--- src/rtl/bus_arbiter_n_pkg.sv ---
// Shared constants for the bus_arbiter_n block: FSM encodings and default widths.
package bus_arbiter_n_pkg;

  // Default bus widths inherited from the fixed 8-slave system bus
  localparam int WB_AddrBus   = 32;
  localparam int WB_DataBus   = 32;
  localparam int WB_SelectBus = WB_DataBus / 8;

  // FSM state encodings, kept as plain constants for legacy compatibility
  localparam logic [1:0] BUS_IDLE   = 2'd0;
  localparam logic [1:0] BUS_ACCESS = 2'd1;
  localparam logic [1:0] BUS_RESP   = 2'd2;

  // Width of the timeout counter: wide enough for TIMEOUT, never narrower than 8 bits
  function automatic int to_cnt_width(input int timeout);
    int w;
    w = $clog2(timeout + 1);
    return (w < 8) ? 8 : w;
  endfunction

endpackage

--- src/rtl/bus_arbiter_n_if.sv ---
// Master-side request/response and slave-side fan-out signals of bus_arbiter_n.
// modport master: the arbiter's own view (drives responses and slave strobes).
// modport slave : the surrounding system's view (drives requests and slave replies).
interface bus_arbiter_n_if #(
  parameter int NUM_SLAVES = 8,
  parameter int ADDR_W     = 32,
  parameter int DATA_W     = 32
);
  localparam int SEL_W = DATA_W / 8;

  logic [ADDR_W-1:0]            m_addr_i;
  logic [DATA_W-1:0]            m_data_i;
  logic                         m_we_i;
  logic [SEL_W-1:0]             m_sel_i;
  logic                         m_stb_i;
  logic [DATA_W-1:0]            m_data_o;
  logic                         m_ack_o;
  logic                         m_err_o;
  logic [ADDR_W-1:0]            s_addr_o;
  logic [DATA_W-1:0]            s_data_o;
  logic                         s_we_o;
  logic [SEL_W-1:0]             s_sel_o;
  logic [NUM_SLAVES-1:0]        s_stb_o;
  logic [NUM_SLAVES*DATA_W-1:0] s_data_i;
  logic [NUM_SLAVES-1:0]        s_ack_i;

  modport master (
    input  m_addr_i, m_data_i, m_we_i, m_sel_i, m_stb_i, s_data_i, s_ack_i,
    output m_data_o, m_ack_o, m_err_o, s_addr_o, s_data_o, s_we_o, s_sel_o, s_stb_o
  );

  modport slave (
    output m_addr_i, m_data_i, m_we_i, m_sel_i, m_stb_i, s_data_i, s_ack_i,
    input  m_data_o, m_ack_o, m_err_o, s_addr_o, s_data_o, s_we_o, s_sel_o, s_stb_o
  );

endinterface

--- src/rtl/bus_arbiter_n_addr_decode.sv ---
// bus_addr_decode: combinational slave-index decode of one address field.
// idx = addr[SEL_LSB +: SEL_BITS]; valid only when idx addresses an existing slave.
module bus_addr_decode #(
  parameter int ADDR_W     = 32,
  parameter int NUM_SLAVES = 8,
  parameter int SEL_LSB    = 28,
  parameter int SEL_BITS   = 3
) (
  input  logic [ADDR_W-1:0]     addr,
  output logic [NUM_SLAVES-1:0] onehot,
  output logic                  valid
);

  logic [SEL_BITS-1:0] idx;
  logic                unused_addr;

  assign idx         = addr[SEL_LSB +: SEL_BITS];
  // Bits outside the index field are routed around this block on purpose
  assign unused_addr = ^addr;

  // One-hot select and range check; out-of-range indices strobe nothing
  always_comb begin
    onehot = '0;
    valid  = (int'(idx) < NUM_SLAVES);
    for (int k = 0; k < NUM_SLAVES; k++) begin
      onehot[k] = (idx == SEL_BITS'(k));
    end
  end

endmodule

--- src/rtl/bus_arbiter_n.sv ---
// bus_arbiter_n: one master to NUM_SLAVES slaves, one registered transaction at a time.
// Optional feature macro: BUS_TIMEOUT_EN (adds an ACCESS timeout that returns an error).
module bus_arbiter_n
  import bus_arbiter_n_pkg::*;
#(
  parameter int NUM_SLAVES = 8,
  parameter int ADDR_W     = WB_AddrBus,
  parameter int DATA_W     = WB_DataBus,
  parameter int SEL_LSB    = 28,
  parameter int SEL_BITS   = 3,
  parameter int TIMEOUT    = 255
) (
  input logic            clk,
  input logic            rst,
  bus_arbiter_n_if.master bus
);

  localparam int SEL_W = DATA_W / 8;

  logic [1:0]            state;
  logic [ADDR_W-1:0]     addr_q;
  logic [DATA_W-1:0]     wdata_q;
  logic                  we_q;
  logic [SEL_W-1:0]      sel_q;
  logic [NUM_SLAVES-1:0] stb_q;
  logic [DATA_W-1:0]     rdata_q;
  logic                  ack_q;
  logic                  err_q;

  logic [NUM_SLAVES-1:0] dec_onehot;
  logic                  dec_valid;
  logic                  ack_hit;
  logic [DATA_W-1:0]     rd_mux;
  logic                  to_hit;

  bus_addr_decode #(
    .ADDR_W    (ADDR_W),
    .NUM_SLAVES(NUM_SLAVES),
    .SEL_LSB   (SEL_LSB),
    .SEL_BITS  (SEL_BITS)
  ) u_dec (
    .addr  (bus.m_addr_i),
    .onehot(dec_onehot),
    .valid (dec_valid)
  );

  // Only the strobed slave can complete the access; its read data is AND-OR muxed by the strobe
  always_comb begin
    ack_hit = |(bus.s_ack_i & stb_q);
    rd_mux  = '0;
    for (int k = 0; k < NUM_SLAVES; k++) begin
      if (stb_q[k]) rd_mux = rd_mux | bus.s_data_i[k*DATA_W +: DATA_W];
    end
  end

`ifdef BUS_TIMEOUT_EN
  localparam int CNT_W = to_cnt_width(TIMEOUT);
  logic [CNT_W-1:0] to_cnt;

  // Last strobe cycle is the one where the count has reached TIMEOUT-1
  assign to_hit = (to_cnt == CNT_W'(TIMEOUT - 1));

  // Counts unacknowledged ACCESS cycles; held at zero everywhere else
  always_ff @(posedge clk or negedge rst) begin
    if (!rst)                             to_cnt <= '0;
    else if (state != BUS_ACCESS)         to_cnt <= '0;
    else if (!ack_hit)                    to_cnt <= to_cnt + 1'b1;
  end
`else
  logic unused_timeout;
  assign to_hit         = 1'b0;
  assign unused_timeout = |TIMEOUT;
`endif

  // Transaction FSM: latch in IDLE, strobe in ACCESS, one-cycle response in RESP
  always_ff @(posedge clk or negedge rst) begin
    if (!rst) begin
      state   <= BUS_IDLE;
      addr_q  <= '0;
      wdata_q <= '0;
      we_q    <= 1'b0;
      sel_q   <= '0;
      stb_q   <= '0;
      rdata_q <= '0;
      ack_q   <= 1'b0;
      err_q   <= 1'b0;
    end else begin
      case (state)
        BUS_IDLE: begin
          if (bus.m_stb_i) begin
            addr_q  <= bus.m_addr_i;
            wdata_q <= bus.m_data_i;
            we_q    <= bus.m_we_i;
            sel_q   <= bus.m_sel_i;
            if (dec_valid) begin
              stb_q <= dec_onehot;
              state <= BUS_ACCESS;
            end else begin
              err_q <= 1'b1;
              state <= BUS_RESP;
            end
          end
        end
        BUS_ACCESS: begin
          // An ack in the timeout cycle takes precedence over the error
          if (ack_hit) begin
            rdata_q <= we_q ? '0 : rd_mux;
            ack_q   <= 1'b1;
            stb_q   <= '0;
            state   <= BUS_RESP;
          end else if (to_hit) begin
            err_q <= 1'b1;
            stb_q <= '0;
            state <= BUS_RESP;
          end
        end
        BUS_RESP: begin
          rdata_q <= '0;
          ack_q   <= 1'b0;
          err_q   <= 1'b0;
          state   <= BUS_IDLE;
        end
        default: begin
          rdata_q <= '0;
          ack_q   <= 1'b0;
          err_q   <= 1'b0;
          stb_q   <= '0;
          state   <= BUS_IDLE;
        end
      endcase
    end
  end

  assign bus.m_data_o = rdata_q;
  assign bus.m_ack_o  = ack_q;
  assign bus.m_err_o  = err_q;
  assign bus.s_addr_o = addr_q;
  assign bus.s_data_o = wdata_q;
  assign bus.s_we_o   = we_q;
  assign bus.s_sel_o  = sel_q;
  assign bus.s_stb_o  = stb_q;

endmodule

--- src/flat_wrapper.sv ---
// flat-port wrapper written by rule: the top's interface ports become plain ports
module bus_arbiter_n_flat import bus_arbiter_n_pkg::*;
#(
  parameter int NUM_SLAVES = 8,
  parameter int ADDR_W     = WB_AddrBus,
  parameter int DATA_W     = WB_DataBus,
  parameter int SEL_LSB    = 28,
  parameter int SEL_BITS   = 3,
  parameter int TIMEOUT    = 255
)
  (clk, rst, bus_m_addr_i, bus_m_data_i, bus_m_we_i, bus_m_sel_i, bus_m_stb_i, bus_s_data_i, bus_s_ack_i, bus_m_data_o, bus_m_ack_o, bus_m_err_o, bus_s_addr_o, bus_s_data_o, bus_s_we_o, bus_s_sel_o, bus_s_stb_o);
  bus_arbiter_n_if #(.NUM_SLAVES(NUM_SLAVES), .ADDR_W(ADDR_W), .DATA_W(DATA_W)) bus_i ();
  input logic clk;
  input logic rst;
  input wire logic [$bits(bus_i.m_addr_i)-1:0] bus_m_addr_i;
  input wire logic [$bits(bus_i.m_data_i)-1:0] bus_m_data_i;
  input wire logic [$bits(bus_i.m_we_i)-1:0] bus_m_we_i;
  input wire logic [$bits(bus_i.m_sel_i)-1:0] bus_m_sel_i;
  input wire logic [$bits(bus_i.m_stb_i)-1:0] bus_m_stb_i;
  input wire logic [$bits(bus_i.s_data_i)-1:0] bus_s_data_i;
  input wire logic [$bits(bus_i.s_ack_i)-1:0] bus_s_ack_i;
  output wire logic [$bits(bus_i.m_data_o)-1:0] bus_m_data_o;
  output wire logic [$bits(bus_i.m_ack_o)-1:0] bus_m_ack_o;
  output wire logic [$bits(bus_i.m_err_o)-1:0] bus_m_err_o;
  output wire logic [$bits(bus_i.s_addr_o)-1:0] bus_s_addr_o;
  output wire logic [$bits(bus_i.s_data_o)-1:0] bus_s_data_o;
  output wire logic [$bits(bus_i.s_we_o)-1:0] bus_s_we_o;
  output wire logic [$bits(bus_i.s_sel_o)-1:0] bus_s_sel_o;
  output wire logic [$bits(bus_i.s_stb_o)-1:0] bus_s_stb_o;
  assign bus_i.m_addr_i = bus_m_addr_i;
  assign bus_i.m_data_i = bus_m_data_i;
  assign bus_i.m_we_i = bus_m_we_i;
  assign bus_i.m_sel_i = bus_m_sel_i;
  assign bus_i.m_stb_i = bus_m_stb_i;
  assign bus_i.s_data_i = bus_s_data_i;
  assign bus_i.s_ack_i = bus_s_ack_i;
  assign bus_m_data_o = bus_i.m_data_o;
  assign bus_m_ack_o = bus_i.m_ack_o;
  assign bus_m_err_o = bus_i.m_err_o;
  assign bus_s_addr_o = bus_i.s_addr_o;
  assign bus_s_data_o = bus_i.s_data_o;
  assign bus_s_we_o = bus_i.s_we_o;
  assign bus_s_sel_o = bus_i.s_sel_o;
  assign bus_s_stb_o = bus_i.s_stb_o;
  bus_arbiter_n #(.NUM_SLAVES(NUM_SLAVES), .ADDR_W(ADDR_W), .DATA_W(DATA_W), .SEL_LSB(SEL_LSB), .SEL_BITS(SEL_BITS), .TIMEOUT(TIMEOUT)) u_core (.clk(clk), .rst(rst), .bus(bus_i));
endmodule
--- config.mk ---
export PLATFORM = sky130hd
export DESIGN_NAME = bus_arbiter_n_flat
export DESIGN_NICKNAME = d
export VERILOG_FILES = /design/src/rtl/bus_arbiter_n_pkg.sv /design/src/rtl/bus_arbiter_n_if.sv /design/src/rtl/bus_arbiter_n_addr_decode.sv /design/src/rtl/bus_arbiter_n.sv /design/src/flat_wrapper.sv
export SDC_FILE = /design/constraint.sdc
export NUM_CORES = 1
export LEC_CHECK = 0
export ABC_AREA = 1
export CAP_MARGIN = 25
export CORE_AREA = 3 3 174 176
export DETAILED_ROUTE_END_ITERATION = 8
export DIE_AREA = 0 0 177 179
export PLACE_DENSITY = 0.54
export RECOVER_POWER = 25
export SYNTH_ARGS = -nofsm -noshare
export SYNTH_HDL_FRONTEND = slang
export SYNTH_SLANG_ARGS = --single-unit
--- constraint.sdc ---
create_clock -name clk -period 1.5 [get_ports clk]
set_input_delay 0.3 -clock clk [delete_from_list [all_inputs] [get_ports clk]]
set_output_delay 0.3 -clock clk [all_outputs]
set_load 0.02 [all_outputs]
* Word level (Yosys, flattened, before mapping) *
Index checks and enable logic that the tools add are counted.

operators by class
  eq/ne operators = 11
  mux-type cells = 19
  bitwise gates (word level) = 10
  reduce and logical (&&, ||, !) cells = 7

operators with widths
  kind                                                    count
  2-to-1 mux 32 bit                                       10
  OR 32 bit                                               7
  case mux 32 bit (2 select lines)                        1
  case mux 8 bit (3 select lines)                         1
  2-to-1 mux 8 bit                                        2
  equality test 3 bit (second input constant)             4
  bitwise AND 8 bit                                       1
  OR reduction 8 bit                                      1
  equality test 3 x 2 -> 1 bit (second input constant)    2
  AND reduction 2 bit                                     3
  2-to-1 mux 2 bit                                        2
  case mux 2 bit (2 select lines)                         1
  equality test 3 x 1 -> 1 bit (second input constant)    1
  zero test 3 bit                                         1
  AND reduction 3 bit                                     1
  equality test 2 x 1 -> 1 bit (second input constant)    1
  equality test 2 bit (second input constant)             1
  zero test 2 bit                                         1
  inequality test 2 x 1 -> 1 bit (second input constant)  1
  inequality test 2 bit (second input constant)           1
  NOT 1 bit                                               2
  case mux 1 bit (2 select lines)                         1
  2-to-1 mux 1 bit                                        1

storage, ports and cells
  register bits after elaboration = 112
  input port bits = 336
  output and inout port bits = 111
  logic and storage cells = 55

* Depth between registers and ports, before layout *
  depth after elaboration = 18
  gate-level depth with buffers = 9
  mapped depth without buffers = 7

* By module *
From an unflattened synthesis, not the netlist that was laid out.

second synthesis, totals
  cells, all modules = 913
  area total of the unflattened synthesis = 6516.2 sq um

by module, submodules not included
  module           instances  cells an instance  area each (sq um)  sequential area each (sq um)
  bus_arbiter_n    1          896                6448.7             2827.7
  bus_addr_decode  1          17                 67.6               0.0

* Worst setup path after synthesis *
OpenSTA, ideal clock, no wires.

  path kind = reg-to-reg
  start = register u_core.stb_q[2], in the netlist u_core.bus.s_stb_o[2]
  end = register u_core.rdata_q[0], in the netlist u_core.bus.m_data_o[0]
  setup time = 119 ps
  data arrival time = 1271 ps
  required time = 1381 ps
  setup slack = 110 ps
  stages on the path, launching flop included = 9
  path buffers = 2
  period minus slack after synthesis = 1390 ps
  cell sequence = dfrtp_1 -> buf_6 -> nand2_1 -> nand2_1 -> nor2_2 -> nand2_1 -> buf_2 -> nand4_1 -> nand2_1

on the way
  cells in the longest elaborated chain, start to end = 14
  elaborated cells between the ends (all ways) = 18

ends and longest elaborated chain
  item                              RTL line              RTL
  from (decl)                       bus_arbiter_n.sv:25   logic [NUM_SLAVES-1:0] stb_q;
  from (signal assigned)            bus_arbiter_n.sv:96   stb_q <= dec_onehot;
  2-to-1 mux 32 bit                 bus_arbiter_n.sv:52   if (stb_q[k]) rd_mux = rd_mux | bus.s_data_i[k*DATA_W +: DATA_W];
  OR 32 bit                         bus_arbiter_n.sv:52
  2-to-1 mux 32 bit                 bus_arbiter_n.sv:52
  OR 32 bit                         bus_arbiter_n.sv:52
  2-to-1 mux 32 bit                 bus_arbiter_n.sv:52
  OR 32 bit                         bus_arbiter_n.sv:52
  2-to-1 mux 32 bit                 bus_arbiter_n.sv:52
  OR 32 bit                         bus_arbiter_n.sv:52
  2-to-1 mux 32 bit                 bus_arbiter_n.sv:52
  OR 32 bit                         bus_arbiter_n.sv:52
  2-to-1 mux 32 bit                 bus_arbiter_n.sv:52
  2-to-1 mux 32 bit                 bus_arbiter_n.sv:107  rdata_q <= we_q ? '0 : rd_mux;
  2-to-1 mux 32 bit                 bus_arbiter_n.sv:106  if (ack_hit) begin
  case mux 32 bit (2 select lines)  bus_arbiter_n.sv:88   case (state)
  to (signal assigned)              bus_arbiter_n.sv:107
  to (decl)                         bus_arbiter_n.sv:26   logic [DATA_W-1:0] rdata_q;

Several ways; a longest one is shown, not always the timed one. The select of a mux whose other input is x is not followed.
A chain may end at the register's enable or synchronous reset.

* Worst setup path after layout *
  start = register u_core.stb_q[5], in the netlist u_core.bus.s_stb_o[5]
  end = output port bus_s_stb_o[5]

RTL lines
  item       RTL line            RTL
  to (decl)  flat_wrapper.sv:29  output wire logic [$bits(bus_i.s_stb_o)-1:0] bus_s_stb_o;

No word-level cell between the ends.

==> impl_summary.txt <==
----------------------------------------------------
[Outcome]
  Status ... finished, final reports clean

[Global routing]
  Largest net degree at the start of global routing ... 58
  GR Util met1 ... 23.6%
  Met3 global-route usage ... 8.07%
  First-pass GRT wire length ... around 47000 um
  Busiest layer in global routing ... met2
  Antenna violations before repair ... 4
  Met2 global-route usage ... 32.0%
  Congestion Overflow GR ... 0
  Via count of the first global-routing pass ... between 7k and 8k
  Global-route usage over all layers ... 19.3%

[Clocking]
  Clock transition at path regs ... roughly 0.09 ns
  TritonCTS Buffers ... 9
  Num Clock Sinks ... ~110
  Clock latency reported for the late side of the worst-skew pair ... 0.36 ns
  CTS H-tree lvls ... 3
  Root Buffer Master ... clkbuf_16
  CTS tree ... built
  Number of buffers on the longest clock path ... 2

[Finish]
  Fill count ... between 3k and 4k
  # nets final ... about 1.8k
  Area added between synthesis and finish ... 81.4%
  Final Instance Area ... approximately 0.012 mm2
  Fraction of final layout cells with drive strength greater than 1 ... 4.87%
  Post-route non-filler standard cell count ... 1843

[Setup path]
  Crit path capture type ... output port
  Kind of cell with the highest combined delay on the critical path ... flip-flops
  Buffers plus inverters on the worst setup path ... 1
  Worst Path Class, Setup ... reg2out
  Crit Path Max Fanout ... 4
  Arrival time worst endpoint ... approximately 1.1 ns
  Kind of start point of the critical path ... flip-flop
  Worst path cell trace ... dlygate4sd2_1
  Largest incremental delay on the critical path ... 0.43 ns
  Critical Path RT ... approximately 1.2 ns
  CP max stage cell ... dfrtp_1

[Placement]
  Port Buffer Count ... around 450
  Placed wire-length estimate after detailed placement ... roughly 25000 um
  Placement-stage worst setup slack ... -0.137 ns
  # placed instances ... approximately 1.8k
  DP Area ... about 0.011 mm2
  Weighted congestion reported at the end of routability-driven placement ... between 0.7 and 0.8

[Synthesis]
  Instance count of the mapped netlist ... between 1k and 1.5k
  Synth Area per Inst ... between 6 and 7 um2
  Unique masters post-synth ... 18
  Number of synthesized flops with an enable pin ... 0
  Top flip-flop cell by instance count after synthesis ... dfrtp_1
  Cells taking the most area after synthesis ... dfrtp_1 (43%), nand2_1 (42%), nor2_1 (4.2%), nand4_1 (3.1%), buf_2 (2.9%)
  Synthesis-stage register bit count ... between 100 and 150
  Area of the mapped netlist ... 0.00645 mm2
  Fraction of synthesized cell area taken by the top area cell type ... 43.5%
  Post-synth net total ... between 1k and 1.5k
  Area leader, netlist ... dfrtp_1
  Share of the yosys chip area belonging to registers ... 43.5%
  Yosys warns ... 0
  Async set-reset flop share out of synthesis ... 100%

[STA]
  Number of failing setup endpoints in the final timing report ... 0
  Worst setup skew after layout ... 0.0116 ns
  Ratio of final minimum period to clock period ... a little over nine tenths
  Maximum frequency from static timing analysis ... 694 MHz
  Pins over their slew limit ... 0
  Relative slew slack ... 57.6%
  Setup repair after global routing missed its margin ... false
  Smallest setup slack after layout ... between 0.05 and 0.06 ns
  Hold violation total from the final report ... 0
  Tightest Pin Transition ... ~0.64 ns
  Post-layout min period ... between 1 and 1.5 ns

[Pwr]
  Power Dens Cells ... between 1500 and 2000 mW/mm2
  Maximum vdd drop ... 0.891 mV
  Overall power of the completed layout ... roughly 19 mW
  Leak Pwr ... approximately 6.2 nW

[Route]
  Total via count after detailed routing ... 7817
  Routed Antenna Nets ... 0
  First-pass iteration count of the detailed router ... 5
  Routed Wire Length ... around 32000 um
  Drt initial violations ... 383
  Final routed wire length divided by cell count ... around 18 um
  Via count normalized by instance count ... 4.24
  DRC viols ... 0

[Die]
  Die Outline Area ... 0.0317 mm2
  Number of primary I/O pins ... roughly 450
  Height of the die ... approximately 180 um
  Row Count ... 62
  Chip Width ... 177 um
  Initial core utilization ... about 22%
  Core Footprint ... around 0.029 mm2

[Hold path]
  Class of the tightest hold or removal check ... in2async

[Flow run]
  Max-cap violation count ... 0

----------------------------------------------------
registers in the layout (all words and copies together), names as in the netlist:
signal               count
u_core.bus.s_data_o     32
u_core.bus.s_we_o        1
u_core.bus.s_sel_o       4
u_core.bus.s_addr_o     32
u_core.bus.s_stb_o       8
u_core.bus.m_ack_o       1
u_core.state             2
u_core.bus.m_data_o     32
worst paths after layout:
check,to,slack [ns],from,depth (start not counted)
worst max-delay path,bus_s_stb_o[5],0.06,u_core.bus.s_stb_o[5]$_DFFE_PN0P_,1
worst min-delay path,u_core.bus.m_data_o[1]$_DFFE_PN0P_,0.39,rst,2
min in group clk,u_core.bus.s_data_o[11]$_DFFE_PN0P_,0.47,bus_m_data_i[11],3
worst max register to register,u_core.bus.m_data_o[26]$_DFFE_PN0P_,0.11,u_core.bus.s_stb_o[3]$_DFFE_PN0P_,8
worst min register to register,u_core.bus.m_ack_o$_DFFE_PN0P_,0.47,u_core.bus.m_ack_o$_DFFE_PN0P_,2
max in group asynchronous,u_core.bus.s_addr_o[30]$_DFFE_PN0P_,0.23,rst,3
through the flow:
step	hold WS, ns	util [%]	setup TNS (ns)
final	0.389	40.7	0
after global routing	0.412	40.7	0
after CTS	0.406	40.6	0
after detailed placement	0.189	39.8	-8.93
after global placement	0.185	39.8	-7.33
after floorplan	0.00441	-	0
cell usage in the layout (no fill, tap or decap), drive strengths merged, types with 3 or more instances in the layout:
| master | count |
|---|---|
| buf | 35 |
| clkbuf | 14 |
| clkdlybuf4s15 | 3 |
| clkdlybuf4s50 | 334 |
| clkinv | 4 |
| dfrtp | 112 |
| dlygate4sd2 | 102 |
| inv | 10 |
| nand2 | 716 |
| nand3 | 13 |
| nand4 | 32 |
| nor2 | 75 |
| o21ai | 3 |
power by group:
group	switching, mW	internal, mW	leakage [nW]
Sequential	0.814	4.34	1.44
Combinational	6.91	4.24	4.64
Clock	1.34	1.37	0.160
Total	9.07	9.95	6.24
cells in the mapped netlist, types with 2 or more instances:
master / instances
nor2_1: 72
nand4_1: 32
nor2_2: 3
nand3_1: 11
buf_1: 4
clkbuf_1: 8
nand2_1: 715
buf_6: 7
inv_1: 6
buf_4: 3
buf_2: 37
dfrtp_1: 112
inv_2: 2
o21ai_0: 3
area by class of cell:
| cell class | instances | area [um2] | area share [%] |
|---|---|---|---|
| diodes | 2 | 5.00 | 0.0428 |
| clock buffers | 9 | 225 | 1.92 |
| clock inverters | 7 | 108 | 0.919 |
| inverters | 8 | 30.0 | 0.257 |
| multi-input cells | 840 | 3300 | 28.2 |
| flip-flops and latches | 112 | 2810 | 24.0 |
| well taps | 384 | 480 | 4.11 |
| repair buffers | 481 | 4740 | 40.5 |
cells by family after synthesis:
family	synth area share, %
flip-flops	43.5
buffers and inverters	5.61
AO/OA/AOI/OAI	0.233
other	0.0581
AND/OR/NAND/NOR	50.6
metal layers:
layer / vias up / part of all wire, %
met3: 25 / 11
met1: 3486 / 41
met2: 345 / 46
met5: - / 0.080
met4: 4 / 1.3
li1: 3957 / -
what timing repair did:
item / CTS / global route
setup endpoints to repair: 110 / 28
cloned: 0 / 1
endpoints found under the hold margin: 11 / 0
gates resized for setup: 119 / 12
buffers inserted: 0 / 1
hold buffers: 1 / 0
Power figures use the tool's default switching activity.
